`config.mk`:
```
export PLATFORM = sky130hd
export DESIGN_NAME = shift_seq_reg
export DESIGN_NICKNAME = d
export VERILOG_FILES = /design/src/rtl/shift_seq_reg.sv
export SDC_FILE = /design/constraint.sdc
export NUM_CORES = 1
export LEC_CHECK = 0
export CAP_MARGIN = 10
export CORE_MARGIN = 2
export CORE_UTILIZATION = 51
export DETAILED_ROUTE_END_ITERATION = 7
export HOLD_SLACK_MARGIN = 0.05
export PLACE_DENSITY = 0.9
export SLEW_MARGIN = 30
export SYNTH_ARGS = -nofsm -noshare
export SYNTH_HDL_FRONTEND = slang
export SYNTH_SLANG_ARGS = --single-unit
```
`constraint.sdc`:
```
create_clock -name clk -period 3.7 [get_ports clk]
set_clock_uncertainty 0.05 [all_clocks]
set_input_delay 1.11 -clock clk [delete_from_list [all_inputs] [get_ports clk]]
set_output_delay 1.11 -clock clk [all_outputs]
set_load 0.1 [all_outputs]
```
`src/rtl/shift_seq_reg.sv`:
```
// Multi-mode shift register with a counted shift/rotate sequencer.
// Supports parallel load, manual single-step shifts, and counted sequences that report busy/done.
module shift_seq_reg #(
  parameter int P_NBITS       = 8,
  parameter bit P_RESET_VALUE = 1'b0,
  parameter int P_CNT_W       = 4
) (
  input  logic               clk,
  input  logic               reset,
  input  logic               load_en,
  input  logic [P_NBITS-1:0] load,
  input  logic [2:0]         mode,
  input  logic               d_in,
  input  logic               en,
  input  logic               start,
  input  logic [P_CNT_W-1:0] count,
  output logic [P_NBITS-1:0] q,
  output logic               s_out,
  output logic               busy,
  output logic               done
);

  localparam logic [2:0] MODE_SHL = 3'd0;
  localparam logic [2:0] MODE_SHR = 3'd1;
  localparam logic [2:0] MODE_ROL = 3'd2;
  localparam logic [2:0] MODE_ROR = 3'd3;
  localparam logic [2:0] MODE_ASR = 3'd4;
  localparam logic [2:0] MODE_LSL = 3'd5;

  localparam logic ST_IDLE = 1'b0;
  localparam logic ST_RUN  = 1'b1;

  logic [P_NBITS-1:0] q_q, q_d;
  logic               s_out_q, s_out_d;
  logic               state_q, state_d;
  logic [P_CNT_W-1:0] rem_q, rem_d;
  logic [2:0]         mode_q, mode_d;
  logic               done_q, done_d;

  // Returns {bit shifted out, new register value}.
  // Reserved modes return the current s_out and q unchanged.
  function automatic logic [P_NBITS:0] shift_fn(
    input logic [2:0]         m,
    input logic [P_NBITS-1:0] v,
    input logic               din,
    input logic               so
  );
    logic [P_NBITS:0] r;
    case (m)
      MODE_SHL: r = {v[P_NBITS-1], v[P_NBITS-2:0], din};
      MODE_SHR: r = {v[0], din, v[P_NBITS-1:1]};
      MODE_ROL: r = {v[P_NBITS-1], v[P_NBITS-2:0], v[P_NBITS-1]};
      MODE_ROR: r = {v[0], v[0], v[P_NBITS-1:1]};
      MODE_ASR: r = {v[0], v[P_NBITS-1], v[P_NBITS-1:1]};
      MODE_LSL: r = {v[P_NBITS-1], v[P_NBITS-2:0], 1'b0};
      default:  r = {so, v};
    endcase
    return r;
  endfunction

  always_comb begin
    // NOTE: every next-state signal gets a default first so no path leaves it unassigned (no latches).
    q_d     = q_q;
    s_out_d = s_out_q;
    state_d = state_q;
    rem_d   = rem_q;
    mode_d  = mode_q;
    done_d  = 1'b0;

    if (load_en) begin
      // A load aborts a running sequence without signalling completion.
      q_d     = load;
      state_d = ST_IDLE;
    end else if (state_q == ST_RUN) begin
      {s_out_d, q_d} = shift_fn(mode_q, q_q, d_in, s_out_q);
      rem_d          = rem_q - P_CNT_W'(1);
      if (rem_q == P_CNT_W'(1)) begin
        state_d = ST_IDLE;
        done_d  = 1'b1;
      end
    end else if (start) begin
      if (count != '0) begin
        mode_d  = mode;
        rem_d   = count;
        state_d = ST_RUN;
      end else begin
        done_d = 1'b1;
      end
    end else if (en) begin
      {s_out_d, q_d} = shift_fn(mode, q_q, d_in, s_out_q);
    end
  end

  // NOTE: sequential state uses non-blocking assignments so all registers update from pre-edge values.
  always_ff @(posedge clk) begin
    if (reset) begin
      q_q     <= {P_NBITS{P_RESET_VALUE}};
      s_out_q <= 1'b0;
      state_q <= ST_IDLE;
      rem_q   <= '0;
      mode_q  <= 3'd0;
      done_q  <= 1'b0;
    end else begin
      q_q     <= q_d;
      s_out_q <= s_out_d;
      state_q <= state_d;
      rem_q   <= rem_d;
      mode_q  <= mode_d;
      done_q  <= done_d;
    end
  end

  assign q     = q_q;
  assign s_out = s_out_q;
  assign busy  = (state_q == ST_RUN);
  assign done  = done_q;

endmodule
```
---- Word-level counts from Yosys, hierarchy flattened ----
Index checks and enable logic that the tools add are counted.
cells by class
  equal/unequal tests ..................... 18
  multiplexer cells ....................... 20
  bitwise operators ....................... 2
  reduce and logical (&&, ||, !) cells .... 16
  add/subtract/negate cells ............... 1
operator list
  operator             count
  $pmux 9 s6           2
  $mux 8               4
  $reduce_bool 7->1    2
  $eq 3x2->1 const B   4
  $eq 3x3->1 const B   4
  $mux 4               3
  $mux 1               11
  $ne 8x2->1 const B   1
  $reduce_and 4->1     2
  $reduce_bool 8->1    1
  $ne 7x1->1 const B   1
  $ne 7x2->1 const B   1
  $eq 3x1->1 const B   2
  $logic_not 3->1      2
  $ne 3x3->1 const B   2
  $reduce_and 6->1     1
  $reduce_bool 2->1    3
  $reduce_and 5->1     1
  $eq 4x1->1 const B   1
  $reduce_bool 4->1    1
  $sub 4x1->4 const B  1
  $ne 3x2->1 const B   1
  $reduce_and 3->1     1
  $reduce_bool 3->1    1
  other kinds (3)      4
storage, ports and cells
  output and inout bits ................... 11
  flip-flop bits (word level) ............. 18
  logic and storage cells ................. 64

---- Depth between registers and ports, before layout ----
  depth after elaboration ................. 6
  gate-level depth with buffers ........... 7

---- Worst setup path after synthesis ----
OpenSTA, ideal clock, no wires.
  kind .................................... input to register
  start point ............................. input count[2]
  end point ............................... register mode_q[0]
  stages on the path ...................... 5
  buffers on the path ..................... 0
  data required time ...................... 3.521 ns
  path slack .............................. 1.295 ns
  arrival time ............................ 2.226 ns
  cells stage by stage .................... or4_1 -> and2_1 -> nand2_1 -> mux2i_1 -> nor2_1
between the ends
  longest elaborated chain between the ends .. 2
ends and longest elaborated chain
  what                               RTL line  source
  from (decl)                        16        input logic [P_CNT_W-1:0] count,
  $reduce_bool 4->1                  82        if (count != '0) begin
  $reduce_and 4->1 (no source line)  -
  to (signal assigned)               108       mode_q <= mode_d;
  to (decl)                          37        logic [2:0] mode_q, mode_d;
Every way passes these cells.
A chain may end at the register's enable or synchronous reset.

---- Worst setup path after layout ----
  start point ............................. register state_q (netlist: busy)
  end point ............................... output busy
RTL lines
  what                    RTL line  source
  from (decl)             35        logic state_q, state_d;
  from (signal assigned)  106       state_q <= state_d;
  to (decl)               19        output logic busy,
No word-level cell between the ends.

==> metrics.cfg <==
[timing]
hold_viol=0
rsz0062_at_grt=false
setup_tns_ps=0
setup_viol=0
period_minus_slack_ps=2740
maxSlewViolCount=0
fmax_mhz=366
slew_headroom=0.467
period_share=0.739
worst_pin_slew_ps=799

[yosys]
synthCells=143
synth_warnings=0
syn_avg_cell_area_um2=8.12
synth_seq_cells=18
synth-seq-area-share=0.310
synth.cell_area_mm2=0.00116
async_flop_share=0
synth_top_flop_cell=dfxtp_1
synth_edf_count=0
syn_nets=166
ys_types=41

[status]
outcome=completed

[floorplan]
design.core.area_mm2=0.00219
die_area_mm2=0.00267
chipWidth_um=51.7
start_util=0.530
rows=17
boundaryPins=32
chipHeight_um=51.7

[setup_path]
worstPathRequired_ps=2540
crit_start=busy
slowest_stage=dfxtp_1
r2r_cells=5
timing.critical_path.to_type=output port
path_cells=buf_4
crit_buf_inv=1
cp-start-kind=flip-flop
crit_end=busy
path_delay_family=flip-flops
rr_endpoint=q[4]
critPathMaxFanout=23
r2r_slack_ps=1540
arrival_ps=1580
cp.depth=1
timing.rr.start=busy
path_class=reg -> out
max_stage_delay_ps=850

[detailed_routing]
vias=1238
drtIter0Drc=31
drc=0
ant_nets=0
finalWirelength_mm=3.14
vias_per_cell=6.25
avgRoutedWirePerCell_um=15.9
drtPass1Iterations=4

[grt]
grt_max_degree=24
grt_usage=0.248
grt_antenna_before_repair=0
grt_pass1_wl_mm=5.02
grt_pass1_vias=1110
overflow=0

[cells_and_area]
postLayoutCoreUtil=0.680
fin_nets=194
diodes=0
synthToLayoutAreaGrowth_pct=28.2
drive_above_1_share=0.129

[clock_network]
ctsResizeCount=0
clk_latency_ps=310
postCtsSetupBuffers=0
cts_buffers=3
clk_path_buf_depth=2
cts_root_buf=clkbuf_4
cts_tree=built
clkTransAtPathRegs_ps=100
h-tree-depth=1
ctsHoldBuffers=0
clock-sinks=18

[power_and_ir_drop]
ir_drop_mv=0.299
power_density_mw_per_mm2=354
leakage_uw=0.000559

[job]
drv_cap=0

[placed_design]
place.gp.congestion=0.881
dp_hpwl_mm=2.27
numPortBuffers=31

[worst_hold_path]
hp-start=rem_q[1]
hp-class=reg -> reg

## registers in the layout, summed over array words and instances, names as in the netlist
register / count
rem_q: 4
done: 1
s_out: 1
q: 8
mode_q: 3
busy: 1
## layout make-up
class	instances	area, um^2
Clock buffer	4	36.3
Fill cell	167	702
Inverter	6	22.5
Multi-Input combinational cell	109	737
Sequential cell	18	360
Tap cell	28	35.0
Timing Repair Buffer	33	298
## placed cells by master (no fill, tap or decap), types with 3 or more instances in the layout
cell and instances:
nor2_1 9, nand2_1 12, nor4b_1 6, nor3_1 4, and3_1 3, a21oi_1 8
inv_1 5, clkbuf_4 3, a31oi_1 9, dfxtp_1 18, clkdlybuf4s50_1 20, buf_4 13
o21ai_0 14, mux2i_1 10
## where the power goes
part | internal (uW) | switching [uW] | total, uW
logic | 63.9 | 111 | 174
clock network | 60.1 | 66.8 | 127
registers | 206 | 19.7 | 226
## worst min-delay path by stage
stage | endpoint | depth (start not counted) | slack [ps]
3_3_place_gp | rem_q[1] | 2 | 420
5_1_grt | rem_q[1] | 2 | 480
4_1_cts | rem_q[1] | 2 | 440
6_report | rem_q[1] | 2 | 440
3_5_place_dp | rem_q[1] | 2 | 420
2_1_floorplan | rem_q[1] | 2 | 410
## through the flow
| step | cell area (um^2) | hold WS, ps | total power (uW) | std cells | setup WS (ps) |
|---|---|---|---|---|---|
| 2_1_floorplan | 1160 | 408 | 349 | 143 | 1300 |
| 3_3_place_gp | 1450 | 423 | 398 | 194 | 765 |
| 4_1_cts | 1490 | 441 | 527 | 198 | 979 |
| 5_1_grt | 1490 | 478 | 551 | 198 | 897 |
| 6_report | 1490 | 440 | 527 | 198 | 964 |
| 3_5_place_dp | 1450 | 424 | 402 | 194 | 759 |
## synthesized netlist by cell type, types with 2 or more instances
master / count / share of area
o41ai_1: 2 / 0.015
clkbuf_1: 7 / 0.023
nand2_1: 12 / 0.039
nand2b_1: 2 / 0.011
buf_2: 3 / 0.013
inv_1: 5 / 0.016
and3_1: 3 / 0.016
dfxtp_1: 18 / 0.31
o21ai_0: 14 / 0.060
nor4b_1: 6 / 0.045
a31oi_1: 9 / 0.048
a32oi_1: 2 / 0.015
a21oi_1: 8 / 0.034
ha_1: 2 / 0.022
nor3b_1: 2 / 0.013
nand3_1: 2 / 0.0086
nor3_1: 4 / 0.017
nor2_1: 9 / 0.029
mux2i_1: 10 / 0.086
o21a_1: 2 / 0.013
## metal layers
| layer | vias to the layer above | part of all wire | GRT usage |
|---|---|---|---|
| met1 | 571 | 0.43 | 0.329 |
| met2 | 60 | 0.48 | 0.387 |
| li1 | 597 | - | - |
| met4 | 0 | 0.020 | 0.110 |
| met5 | - | 0 | 0 |
| met3 | 10 | 0.066 | 0.0517 |
## cell families after synthesis
logic type / Yosys count / synth area share
compound gates: 49 / 0.292
simple gates: 47 / 0.225
flops: 18 / 0.310
buf+inv: 16 / 0.0550
mux: 11 / 0.0959
fa+ha+maj: 2 / 0.0215
No activity file was read; power rests on OpenSTA's default activity.
==> patch 1: new RTL, config.mk and constraints unchanged <==
Set the parameter `P_NBITS` to 16 (it was 8).
--- a/src/rtl/shift_seq_reg.sv
+++ b/src/rtl/shift_seq_reg.sv
@@ -2,5 +2,5 @@
 // Supports parallel load, manual single-step shifts, and counted sequences that report busy/done.
 module shift_seq_reg #(
-  parameter int P_NBITS       = 8,
+  parameter int P_NBITS       = 16,
   parameter bit P_RESET_VALUE = 1'b0,
   parameter int P_CNT_W       = 4
Ports: changed (resized load and q); port bits go from 32 to 48. The function was not compared with the original's and may differ.
==> patch 1 against the original RTL <==
- worst hold slack gained 22 ps
- power grew 67%
- sequential cell count rose by 8
- critical path type is now in2reg
- count of clock-buffer cells in the layout is the same
- register-to-register slack worse by 130 ps
- wire length rose by 58%
- design area rose by 60%
- die area is 59% higher
- synthesized area rose by 64%
- worst setup slack lost 100 ps
- critical endpoint is now q[3]$_SDFFE_PP0P_
==> patch 1: results (changes against the original RTL) <==
metric	value	unit	change
grt_max_degree	19		was 24
met1Wirelength	2304	µm	was 1345 µm
setup.worst_path.start	load_en		was busy$_SDFF_PP0_
placed_area	0.002330	mm²	was 0.001453 mm²
drive_above_1_share	18.05	%	was 12.94%
routed_wl	4973	µm	was 3141 µm
largest_register_ff_count	16		was 8
synth-compound-area-share	24.56	%	was 29.20%
insertion_delay	280	ps	was 310 ps
ir_worst_vdd	191.0	µV	was 298.9 µV
use_met3	2.740	%	was 5.172%
use_met1	33.33	%	was 32.92%
met2_length	2321	µm	was 1522 µm
place_ws	623.9	ps	was 759.1 ps
cp_data_arrival_time	2990	ps	was 1580 ps
status	completed		unchanged
synth_cell_types	45		was 41
max_stage_delay	610	ps	was 850 ps
worstReg2RegStart	mode_q[1]$_SDFFE_PP0P_		was busy$_SDFF_PP0_
gp_congestion	0.8540		was 0.8810
wl_per_cell	15.30	µm	was 15.86 µm
muxShareOfSynthArea	16.81	%	was 9.591%
netlist_top_cells_count	33 x nor2_1, 28 x nand2_1, 26 x dfxtp_1		was 18 x dfxtp_1, 14 x o21ai_0, 12 x nand2_1
yosysSeqAreaShare	27.31	%	was 31.03%
grtUsageMet2	39.82	%	was 38.68%
dpl.cell_count	321		was 194
grt_pass1_vias	1743		was 1110
nets	309		was 194
cellLeakagePower	0.9705	nW	was 0.5591 nW
cp_max_fo	15		was 23
slowest_stage	clkdlybuf4s50_1		was dfxtp_1
grt_pass1_wl	8148	µm	was 5016 µm
syn_area_per_cell	8.040	µm²	was 8.120 µm²
via_per_inst	5.932		was 6.253
fillerInstances	304		was 167
io_buffers	47		was 31
grt_usage	24.24	%	was 24.80%
crit_family	buffers and inverters		was flip-flops
[patch 1: cell types whose count changed after synthesis, moves of 6 or more]
cell,delta
a211oi_1,+11
nor4b_1,-6
nor3_1,+9
nor2_1,+24
dfxtp_1,+8
a31oi_1,-7
o21ai_0,-8
nand2_1,+16
mux2i_1,+13
[patch 1: final cells by class]
class                   instances  share of cell area [%]
clock buffers                   4                   2.308
inverters                       6                  0.9444
multi-input cells             187                   52.47
flip-flops and latches         26                   21.83
well taps                      48                   2.518
repair buffers                 54                   19.94
[patch 1: worst paths after layout]
kind / cells after the start / to / slack (ps)
setup / recovery: 7 / q[3]$_SDFFE_PP0P_ / 860
hold / removal: 2 / s_out$_SDFFE_PP0P_ / 460
setup reg to reg: 5 / q[4]$_SDFFE_PP0P_ / 1410
hold reg to reg: 2 / s_out$_SDFFE_PP0P_ / 460
[patch 1: power breakdown]
part | internal, mW | switching (mW)
sequential | 0.303 | 0.0336
clock | 0.0955 | 0.0995
combinational | 0.119 | 0.229
total | 0.517 | 0.363
==> patch 2: new RTL, same flow settings <==
Without the edit above. The output `done` loses its register stage (`done_q` becomes a continuous assignment).
--- a/src/rtl/shift_seq_reg.sv
+++ b/src/rtl/shift_seq_reg.sv
@@ -100,5 +100,4 @@
       rem_q   <= '0;
       mode_q  <= 3'd0;
-      done_q  <= 1'b0;
     end else begin
       q_q     <= q_d;
@@ -107,7 +106,8 @@
       rem_q   <= rem_d;
       mode_q  <= mode_d;
-      done_q  <= done_d;
     end
   end
+
+  assign done_q = done_d;
 
   assign q     = q_q;
Check against the original RTL: not equivalent (Yosys sat finds a counterexample within 4 cycles, from zero or initial values and one cycle with reset high).
==> patch 2 against the original RTL <==
- power down 2.4%
- worst hold slack better by 53 ps
- critical path depth is 4 higher
- first-iteration DRC count fell by 29%
- synthesized cell count stayed put
- wire length grew 0.29%
- synthesized area is 3.3% higher
- design area increased by 4.8%
- sequential cell count shrank 1
- sequential power down 6%
- worst setup slack got worse by 640 ps
- largest cell class unchanged
- largest power group unchanged
==> patch 2: results (changes against the original RTL) <==
metric	value	unit	change
status	completed		unchanged
met2_length	1495	µm	was 1522 µm
cp_max_fo	3		was 23
grt_usage	25.39	%	was 24.80%
post-route-drc-count	0		unchanged
dpl.cell_count	199		was 194
netlist_top_cells_count	18 x nor2_1, 17 x dfxtp_1, 11 x mux2i_1		was 18 x dfxtp_1, 14 x o21ai_0, 12 x nand2_1
largest_register_ff_count	8		unchanged
regArea	340.3	µm²	was 360.3 µm²
grt_pass1_vias	1216		was 1110
insertion_delay	300	ps	
final-clk-cell-share	1.764	%	was 2.437%
seq_power	0.212	mW	was 0.226 mW
cts_root_buf	clkbuf_4		unchanged
cp_data_arrival_time	2220	ps	was 1580 ps
clockBufferDepth	2		unchanged
clkbuf_count	3		was 4
worstReg2RegStart	busy$_SDFF_PP0_		unchanged
place_ws	309.4	ps	was 759.1 ps
synth_area_leaders	dfxtp_1 28%, mux2i_1 9.2%, nor2_1 5.6%, o221ai_1 4.4%, or4b_1 4.2%		was dfxtp_1 31%, mux2i_1 8.6%, o21ai_0 6.0%, a31oi_1 4.8%, nor4b_1 4.5%
cellLeakagePower	0.5903	nW	was 0.5591 nW
finish.utilization	70.53	%	was 67.96%
min_path_type	reg2reg		unchanged
buf_share	20.37	%	was 20.00%
placed_area	0.001533	mm²	was 0.001453 mm²
min-delay-start	s_out$_SDFFE_PP0P_		was rem_q[1]$_SDFFE_PP0P_
seq_cell_count	17		was 18
drive_above_1_share	16.57	%	was 12.94%
fillerInstances	180		was 167
top_layer	met4		unchanged
power_switching	0.2041	mW	was 0.1971 mW
antenna_found_initial	0		unchanged
wl_met3	192	µm	was 208 µm
syn_area_per_cell	8.391	µm²	was 8.120 µm²
nMultiInputCombCells	114		was 109
synth_nets	166		unchanged
p_seq_share	41.2	%	was 42.8%
post-cts-setup-buffers	0		unchanged
place_hpwl	2282	µm	was 2274 µm
fin_crit_sh	91.34	%	was 73.94%
met1Wirelength	1343	µm	was 1345 µm
yosysSeqAreaShare	28.36	%	was 31.03%
gp_congestion	0.8872		was 0.8810
n_all_buffers	34		was 33
multi_input_area	817.0	µm²	was 737.0 µm²
first_pass_iters	4		unchanged
drtIter0Drc	22		was 31
setup.worst_path.start	count[2]		was busy$_SDFF_PP0_
p_comb_share	38.4	%	was 33.1%
final-instance-count-excl-fill	203		was 198
synth_cell_types	44		was 41
via_per_inst	5.961		was 6.253
tightest_slew	481.8	ps	was 798.5 ps
wl_per_cell	15.52	µm	was 15.86 µm
synthArstFlopShare	0	%	unchanged
ir_worst_vdd	233.5	µV	was 298.9 µV
path_class	in2out		was reg2out
grt_pass1_wl	5195	µm	was 5016 µm
htreeDepth	1		unchanged
==> patch 2: kinds of logic after synthesis <==
| group | after synthesis | share of synthesized area (%) |
|---|---|---|
| xor gates and xnor gates | 1 | 0.7301 |
| muxes | 11 | 9.177 |
| and+or+nand+nor | 61 | 29.20 |
| DFF | 17 | 28.36 |
| adders and majority gates | 2 | 2.085 |
| AOI/OAI and AO/OA | 39 | 26.28 |
| buffers and inverters | 12 | 4.170 |
==> patch 2: critical path, stage by stage <==
cell	delay (ps)
clkdlybuf4s50_1	440
nor3_1	220
a31oi_1	150
nor2_4	130
buf_12	180
==> patch 2: layer usage <==
metal	GRT usage, %	vias up
li1	-	596
met1	31.03	547
met2	43.75	54
met3	2.000	13
met4	13.68	0
met5	0	-
==> patch 2: worst paths after layout <==
kind / endpoint / slack [ps] / depth (start not counted)
max reg2reg: s_out$_SDFFE_PP0P_ / 1910 / 6
max: done / 320 / 5
min: s_out$_SDFFE_PP0P_ / 490 / 2
min reg2reg: s_out$_SDFFE_PP0P_ / 490 / 2
